**src/rtl/id_entry_capture_pkg.sv**
```systemverilog
// Shared types and sizes for the user-ID entry stage.
package id_entry_capture_pkg;

  localparam int ID_DIGITS = 4;
  localparam int ID_WIDTH  = 16;
  localparam int DIGIT_W   = ID_WIDTH / ID_DIGITS;

  typedef enum logic [1:0] {
    IDLE    = 2'd0,
    COLLECT = 2'd1,
    READY   = 2'd2
  } state_e;

endpackage

```
**src/rtl/id_entry_capture_btn_debounce.sv**
```systemverilog
// Push-button conditioner: 2-flop synchronizer, stability counter, press pulse.
module btn_debounce #(
  parameter int DEBOUNCE_CYCLES = 250000
) (
  input  logic clock,
  input  logic rst,
  input  logic btn_raw,
  output logic btn_level,
  output logic btn_pulse
);

  localparam int CNT_W = $clog2(DEBOUNCE_CYCLES + 1);

  logic [1:0]       sync_q;
  logic             level_q;
  logic             pulse_q;
  logic [CNT_W-1:0] cnt_q;

  // NOTE: reset is sampled on the clock edge, and every register here is
  // written with <= so all flops update from the same pre-edge values.
  always_ff @(posedge clock) begin
    if (!rst) begin
      sync_q  <= '0;
      level_q <= 1'b0;
      pulse_q <= 1'b0;
      cnt_q   <= '0;
    end else begin
      sync_q  <= {sync_q[0], btn_raw};
      pulse_q <= 1'b0;
      if (sync_q[1] != level_q) begin
        // The Nth consecutive differing sample flips the level.
        if (cnt_q == CNT_W'(DEBOUNCE_CYCLES - 1)) begin
          level_q <= sync_q[1];
          pulse_q <= sync_q[1];
          cnt_q   <= '0;
        end else begin
          cnt_q <= cnt_q + 1'b1;
        end
      end else begin
        cnt_q <= '0;
      end
    end
  end

  assign btn_level = level_q;
  assign btn_pulse = pulse_q;

endmodule

```
**src/rtl/id_entry_capture.sv**
```systemverilog
// Collects four hex digits into a user ID and holds it until log_out.
module id_entry_capture
  import id_entry_capture_pkg::*;
#(
  parameter int DEBOUNCE_CYCLES = 250000,
  parameter int TIMEOUT_CYCLES  = 50000000
) (
  input  logic                clock,
  input  logic                rst,
  input  logic [DIGIT_W-1:0]  digit_sw,
  input  logic                enter_btn,
  input  logic                clear_btn,
  input  logic                log_out,
  output logic [ID_WIDTH-1:0] entered,
  output logic                valid_bit,
  output logic [2:0]          digit_count,
  output logic                timeout_flag
);

  localparam int TMR_W = $clog2(TIMEOUT_CYCLES + 1);

  logic enter_pulse, clear_pulse;
  logic unused_enter_level, unused_clear_level;

  btn_debounce #(.DEBOUNCE_CYCLES(DEBOUNCE_CYCLES)) u_enter_db (
    .clock     (clock),
    .rst       (rst),
    .btn_raw   (enter_btn),
    .btn_level (unused_enter_level),
    .btn_pulse (enter_pulse)
  );

  btn_debounce #(.DEBOUNCE_CYCLES(DEBOUNCE_CYCLES)) u_clear_db (
    .clock     (clock),
    .rst       (rst),
    .btn_raw   (clear_btn),
    .btn_level (unused_clear_level),
    .btn_pulse (clear_pulse)
  );

  state_e              state_q, state_d;
  logic [ID_WIDTH-1:0] entered_q, entered_d;
  logic [2:0]          count_q, count_d;
  logic                valid_q, valid_d;
  logic                tflag_q, tflag_d;
  logic [TMR_W-1:0]    tmr_q, tmr_d;

  always_ff @(posedge clock) begin
    if (!rst) begin
      state_q   <= IDLE;
      entered_q <= '0;
      count_q   <= '0;
      valid_q   <= 1'b0;
      tflag_q   <= 1'b0;
      tmr_q     <= '0;
    end else begin
      state_q   <= state_d;
      entered_q <= entered_d;
      count_q   <= count_d;
      valid_q   <= valid_d;
      tflag_q   <= tflag_d;
      tmr_q     <= tmr_d;
    end
  end

  // NOTE: every next-state signal gets its hold value first, so no path
  // through the case below can leave one unassigned and infer a latch.
  always_comb begin
    state_d   = state_q;
    entered_d = entered_q;
    count_d   = count_q;
    valid_d   = valid_q;
    tflag_d   = 1'b0;
    tmr_d     = tmr_q;
    unique case (state_q)
      IDLE: begin
        if (log_out || clear_pulse) begin
          entered_d = '0;
        end else if (enter_pulse) begin
          entered_d = {entered_q[ID_WIDTH-DIGIT_W-1:0], digit_sw};
          count_d   = 3'd1;
          tmr_d     = '0;
          state_d   = COLLECT;
        end
      end
      COLLECT: begin
        if (log_out || clear_pulse) begin
          entered_d = '0;
          count_d   = '0;
          state_d   = IDLE;
        end else if (enter_pulse) begin
          entered_d = {entered_q[ID_WIDTH-DIGIT_W-1:0], digit_sw};
          count_d   = count_q + 3'd1;
          tmr_d     = '0;
          if (count_q == 3'(ID_DIGITS - 1)) begin
            valid_d = 1'b1;
            state_d = READY;
          end
        end else if (tmr_q == TMR_W'(TIMEOUT_CYCLES - 1)) begin
          entered_d = '0;
          count_d   = '0;
          tflag_d   = 1'b1;
          state_d   = IDLE;
        end else begin
          tmr_d = tmr_q + 1'b1;
        end
      end
      READY: begin
        // Clearing on log_out keeps the checker from re-triggering on a stale ID.
        if (log_out) begin
          entered_d = '0;
          count_d   = '0;
          valid_d   = 1'b0;
          state_d   = IDLE;
        end
      end
      default: state_d = IDLE;
    endcase
  end

  assign entered      = entered_q;
  assign valid_bit    = valid_q;
  assign digit_count  = count_q;
  assign timeout_flag = tflag_q;

endmodule
```
**config.mk**
```make
export PLATFORM = sky130hd
export DESIGN_NAME = id_entry_capture
export DESIGN_NICKNAME = d
export VERILOG_FILES = /design/src/rtl/id_entry_capture_pkg.sv /design/src/rtl/id_entry_capture_btn_debounce.sv /design/src/rtl/id_entry_capture.sv
export SDC_FILE = /design/constraint.sdc
export NUM_CORES = 1
export LEC_CHECK = 0
export BUFFER_PORTS_ARGS = -buffer_cell sky130_fd_sc_hd__buf_4
export CAP_MARGIN = 20
export CORE_ASPECT_RATIO = 0.6
export CORE_MARGIN = 5
export CORE_UTILIZATION = 55
export DETAILED_ROUTE_END_ITERATION = 8
export HOLD_SLACK_MARGIN = 0.06
export PLACE_DENSITY = 0.74
export SETUP_SLACK_MARGIN = 0.2
export SYNTH_ARGS = -nofsm -noshare
export SYNTH_HDL_FRONTEND = slang
export SYNTH_HIERARCHICAL = 1
export SYNTH_SLANG_ARGS = --single-unit
```
**constraint.sdc**
```tcl
create_clock -name clock -period 2.6 [get_ports clock]
set_input_delay 0.13 -clock clock [delete_from_list [all_inputs] [get_ports clock]]
set_output_delay 0.13 -clock clock [all_outputs]
set_load 0.01 [all_outputs]
```
==> results.md <==
| Quantity | Value |
|---|---|
| Required time reported for the critical path endpoint | 2.87 ns |
| Post-route worst hold slack | 0.0664 ns |
| 1st-iter DRT viols | 226 |
| Synthesized area per cell | 8.87 um2 |
| Period minus WS final | 2.22 ns |
| Net count, final | 563 |
| Count of warnings emitted by yosys | 6 |
| LEAKAGE | 0.00181 uW |
| Fraction of layout cells with a size suffix above 1 | 0.135 |
| Most common cell after layout, fill and taps aside | sky130_fd_sc_hd__dfxtp_1 |
| Ratio of routed vias to standard cells | 5.83 |
| Proportion of netlist area held by the largest area contributor | 0.408 |
| Crit path kind | register to register |
| Most frequent cells in the layout | sky130_fd_sc_hd__dfxtp_1 (93), sky130_fd_sc_hd__nand2_1 (55), sky130_fd_sc_hd__nor2_1 (51), sky130_fd_sc_hd__buf_4 (35), sky130_fd_sc_hd__nand3_1 (34) |
| Area taken by flip-flops and latches | 1860 um2 |
| Placed inst area | 4820 um2 |
| Clock-pin slew on the worst setup and hold paths | 0.06 ns |
| Antenna violations before repair | 0 |
| Placeable core region | 7980 um2 |
| Buffer type at the clock tree root | sky130_fd_sc_hd__clkbuf_16 |
| Largest vdd supply drop | 0.398 mV |
| Footprint of the multi-input gates | 2520 um2 |
| IO Pins | 30 |
| Via count | 3838 |
| Power density relative to cell area | 579 nW/um2 |
| DR pass1 iterations | 4 |
| Area delta synth->final | 14.3% |
| Effective utilization at floorplan | 0.572 |
| Synthesized net count | 532 |
| # Max-Cap Violations | 0 |
| Final hold viol count | 0 |
| Port bufs | 29 |
| Number of synthesized flops with an enable pin | 0 |
| Type of element launching the critical path | register |
| Final worst path period share | 0.853 |
| Post-synth top area cell | sky130_fd_sc_hd__dfxtp_1 |
| Number of antenna diodes | 0 |
| Clock Latency Late Sink | 0.34 ns |
| Die Footprint | 10300 um2 |
| Routed WL | 9440 um |
| Post-synthesis instance area | 4570 um2 |
| Outcome | completed |
| Largest net degree at the start of global routing | 60 |
| Unrepaired setup endpoints after global routing | false |
| Post-Route Setup TNS | 0 ns |
| Post-CTS Setup Inserts | 0 |
| Vias in the first global route | 3654 |
| Clock tree from TritonCTS | done |
| Post-synthesis register bit count | 93 |
| Most area-consuming cells after synthesis | sky130_fd_sc_hd__dfxtp_1 (41%), sky130_fd_sc_hd__xnor2_1 (5.8%), sky130_fd_sc_hd__mux2i_1 (4.8%) |
| Fin area | 5220 um2 |
| Sequential cell area fraction in the yosys report | 0.408 |
| TritonCTS Buffers | 9 |
| Count of nets left with antenna violations after detail routing | 0 |
| Capturing element type of the critical path | register |
| Slew margin rel. | 0.510 |
| Number of H-tree levels | 3 |
| Critical Path AT | 2.48 ns |
| Worst min-delay path class | input port to register |
| Row cnt | 25 |
| Fmax | 0.451 GHz |
| Count of distinct cell types in the synthesized netlist | 59 |
| Remaining global-route overflow | 0 |
| Avg WL per Cell | 14.3 um |
| Total clock sinks | 93 |
| GPL Wtd Cong | 0.876 |
| X dimension of the die | 128 um |
| Number of pins exceeding their max-slew limit in the final report | 0 |
| Layout filler cell count | 702 |
| Die span in y | 80.6 um |
| Pin slew with the least headroom to its limit | 0.731 ns |
| First-pass GRT wire length | 16700 um |
| Setup slack on the worst flop-to-flop path | 0.38 ns |
| Aggregate global-route resource usage | 0.198 |
| Clock Skews | 0.00453 ns |
| Maximum buffer depth of the clock tree | 2 |
| Primary FF master, synth | sky130_fd_sc_hd__dfxtp_1 |
| Crit path max fanout | 23 |
| Post-route DRC | 0 |
| Share of synthesized flip-flops with an asynchronous set or reset | 0 |
| HPWL after detailed placement | 6540 um |
| Number of instances in the synthesized netlist | 515 |
| Final count of negative-setup-slack endpoints | 0 |
==> kinds of logic after synthesis <==
logic type,Yosys count,share of synthesized area
adders and majority gates,8,0.0219
buffers and inverters,32,0.0414
AOI/OAI and AO/OA,65,0.0918
muxes,24,0.0532
DFF,93,0.408
and+or+nand+nor,258,0.317
xor gates and xnor gates,35,0.0671
==> state kept, by name, indices dropped and copies added, names as in the netlist <==
register              count
tmr_q                    26
u_clear_db/cnt_q         18
u_enter_db/cnt_q         18
entered                  16
digit_count               3
state_q                   2
u_clear_db/sync_q         2
u_enter_db/sync_q         2
timeout_flag              1
u_clear_db/btn_level      1
u_clear_db/btn_pulse      1
u_enter_db/btn_level      1
u_enter_db/btn_pulse      1
valid_bit                 1
==> timing repair <==
item / CTS / global route
hold endpoints to repair: 4 / 0
gates resized for setup: 0 / 2
setup endpoints to repair: 0 / 7
hold buffers: 4 / 0
==> cell usage after synthesis (2+ instances only) <==
| cell | n |
|---|---|
| sky130_fd_sc_hd__dfxtp_1 | 93 |
| sky130_fd_sc_hd__nand2_1 | 55 |
| sky130_fd_sc_hd__nor2_1 | 51 |
| sky130_fd_sc_hd__nand3_1 | 34 |
| sky130_fd_sc_hd__xnor2_1 | 30 |
| sky130_fd_sc_hd__mux2i_1 | 22 |
| sky130_fd_sc_hd__a21oi_1 | 19 |
| sky130_fd_sc_hd__nand4_1 | 16 |
| sky130_fd_sc_hd__nor4_1 | 16 |
| sky130_fd_sc_hd__o21ai_0 | 14 |
| sky130_fd_sc_hd__inv_1 | 13 |
| sky130_fd_sc_hd__nor3_1 | 13 |
| sky130_fd_sc_hd__and2_1 | 12 |
| sky130_fd_sc_hd__or3_1 | 12 |
| sky130_fd_sc_hd__ha_1 | 8 |
| sky130_fd_sc_hd__or4_1 | 8 |
| sky130_fd_sc_hd__clkbuf_1 | 7 |
| sky130_fd_sc_hd__and3_1 | 6 |
| sky130_fd_sc_hd__o31ai_1 | 6 |
| sky130_fd_sc_hd__xor2_1 | 5 |
| sky130_fd_sc_hd__buf_4 | 4 |
| sky130_fd_sc_hd__dlygate4sd3_1 | 4 |
| sky130_fd_sc_hd__nor4b_1 | 4 |
| sky130_fd_sc_hd__o21a_1 | 4 |
| sky130_fd_sc_hd__a21boi_0 | 3 |
| sky130_fd_sc_hd__a21o_1 | 3 |
| sky130_fd_sc_hd__and4_1 | 3 |
| sky130_fd_sc_hd__and4_2 | 3 |
| sky130_fd_sc_hd__nand4_2 | 3 |
| sky130_fd_sc_hd__nand4_4 | 3 |
| sky130_fd_sc_hd__nand4b_1 | 3 |
| sky130_fd_sc_hd__nor3b_1 | 3 |
| sky130_fd_sc_hd__a31o_2 | 2 |
| sky130_fd_sc_hd__mux2_2 | 2 |
| sky130_fd_sc_hd__nand2_2 | 2 |
| sky130_fd_sc_hd__nand2b_1 | 2 |
| sky130_fd_sc_hd__nand3b_1 | 2 |
| sky130_fd_sc_hd__nor4bb_1 | 2 |
| sky130_fd_sc_hd__o21ai_2 | 2 |
| sky130_fd_sc_hd__o41ai_1 | 2 |
==> final timing paths <==
kind / start / endpoint / cells after the start
worst max-delay path: state_q[0] / tmr_q[21] / 8
worst min register to register: u_enter_db/sync_q[0] / u_enter_db/sync_q[1] / 1
worst min-delay path: digit_sw[0] / entered[0] / 3
worst max register to register: state_q[0] / tmr_q[21] / 8
==> layer usage <==
metal,wire [um],share of wire,GRT usage,up-vias
met4,102,0.011,0.0572,0
met1,4710,0.50,0.267,1826
li1,-,-,-,1919
met3,468,0.050,0.0551,11
met2,4160,0.44,0.310,82
met5,0,0,0,-
==> stage by stage <==
step	utilization	power, uW	setup WS, ns	cells
after floorplan	-	1520	0.588	515
after global placement	0.605	1540	0.468	639
after detailed placement	0.605	1550	0.344	639
after CTS	0.653	3050	0.331	658
after global routing	0.654	3120	0.226	658
final	0.654	3020	0.383	658
==> final cells by class <==
cell class	instances	area share
Multi-Input combinational cell	390	0.483
Tap cell	108	0.0259
Inverter	13	0.00935
Clock buffer	11	0.0484
Timing Repair Buffer	39	0.0580
Sequential cell	93	0.357
Clock inverter	4	0.0182
==> where the power goes <==
group	total (uW)	leakage [uW]	switching, uW	internal (uW)
logic	81.6	0.000884	48.5	33.1
clock network	1500	0.000172	518	984
registers	1440	0.000750	5.54	1430
==> worst max-delay path, cell delays in order, from the launching register on <==
cell	delay, ns
sky130_fd_sc_hd__dfxtp_1	0.36
sky130_fd_sc_hd__inv_1	0.08
sky130_fd_sc_hd__ha_2	0.25
sky130_fd_sc_hd__mux2_2	0.25
sky130_fd_sc_hd__and2_1	0.16
sky130_fd_sc_hd__o21ai_1	0.14
sky130_fd_sc_hd__buf_4	0.23
sky130_fd_sc_hd__or4_1	0.51
sky130_fd_sc_hd__a21oi_1	0.15
Power figures use the tool's default switching activity.
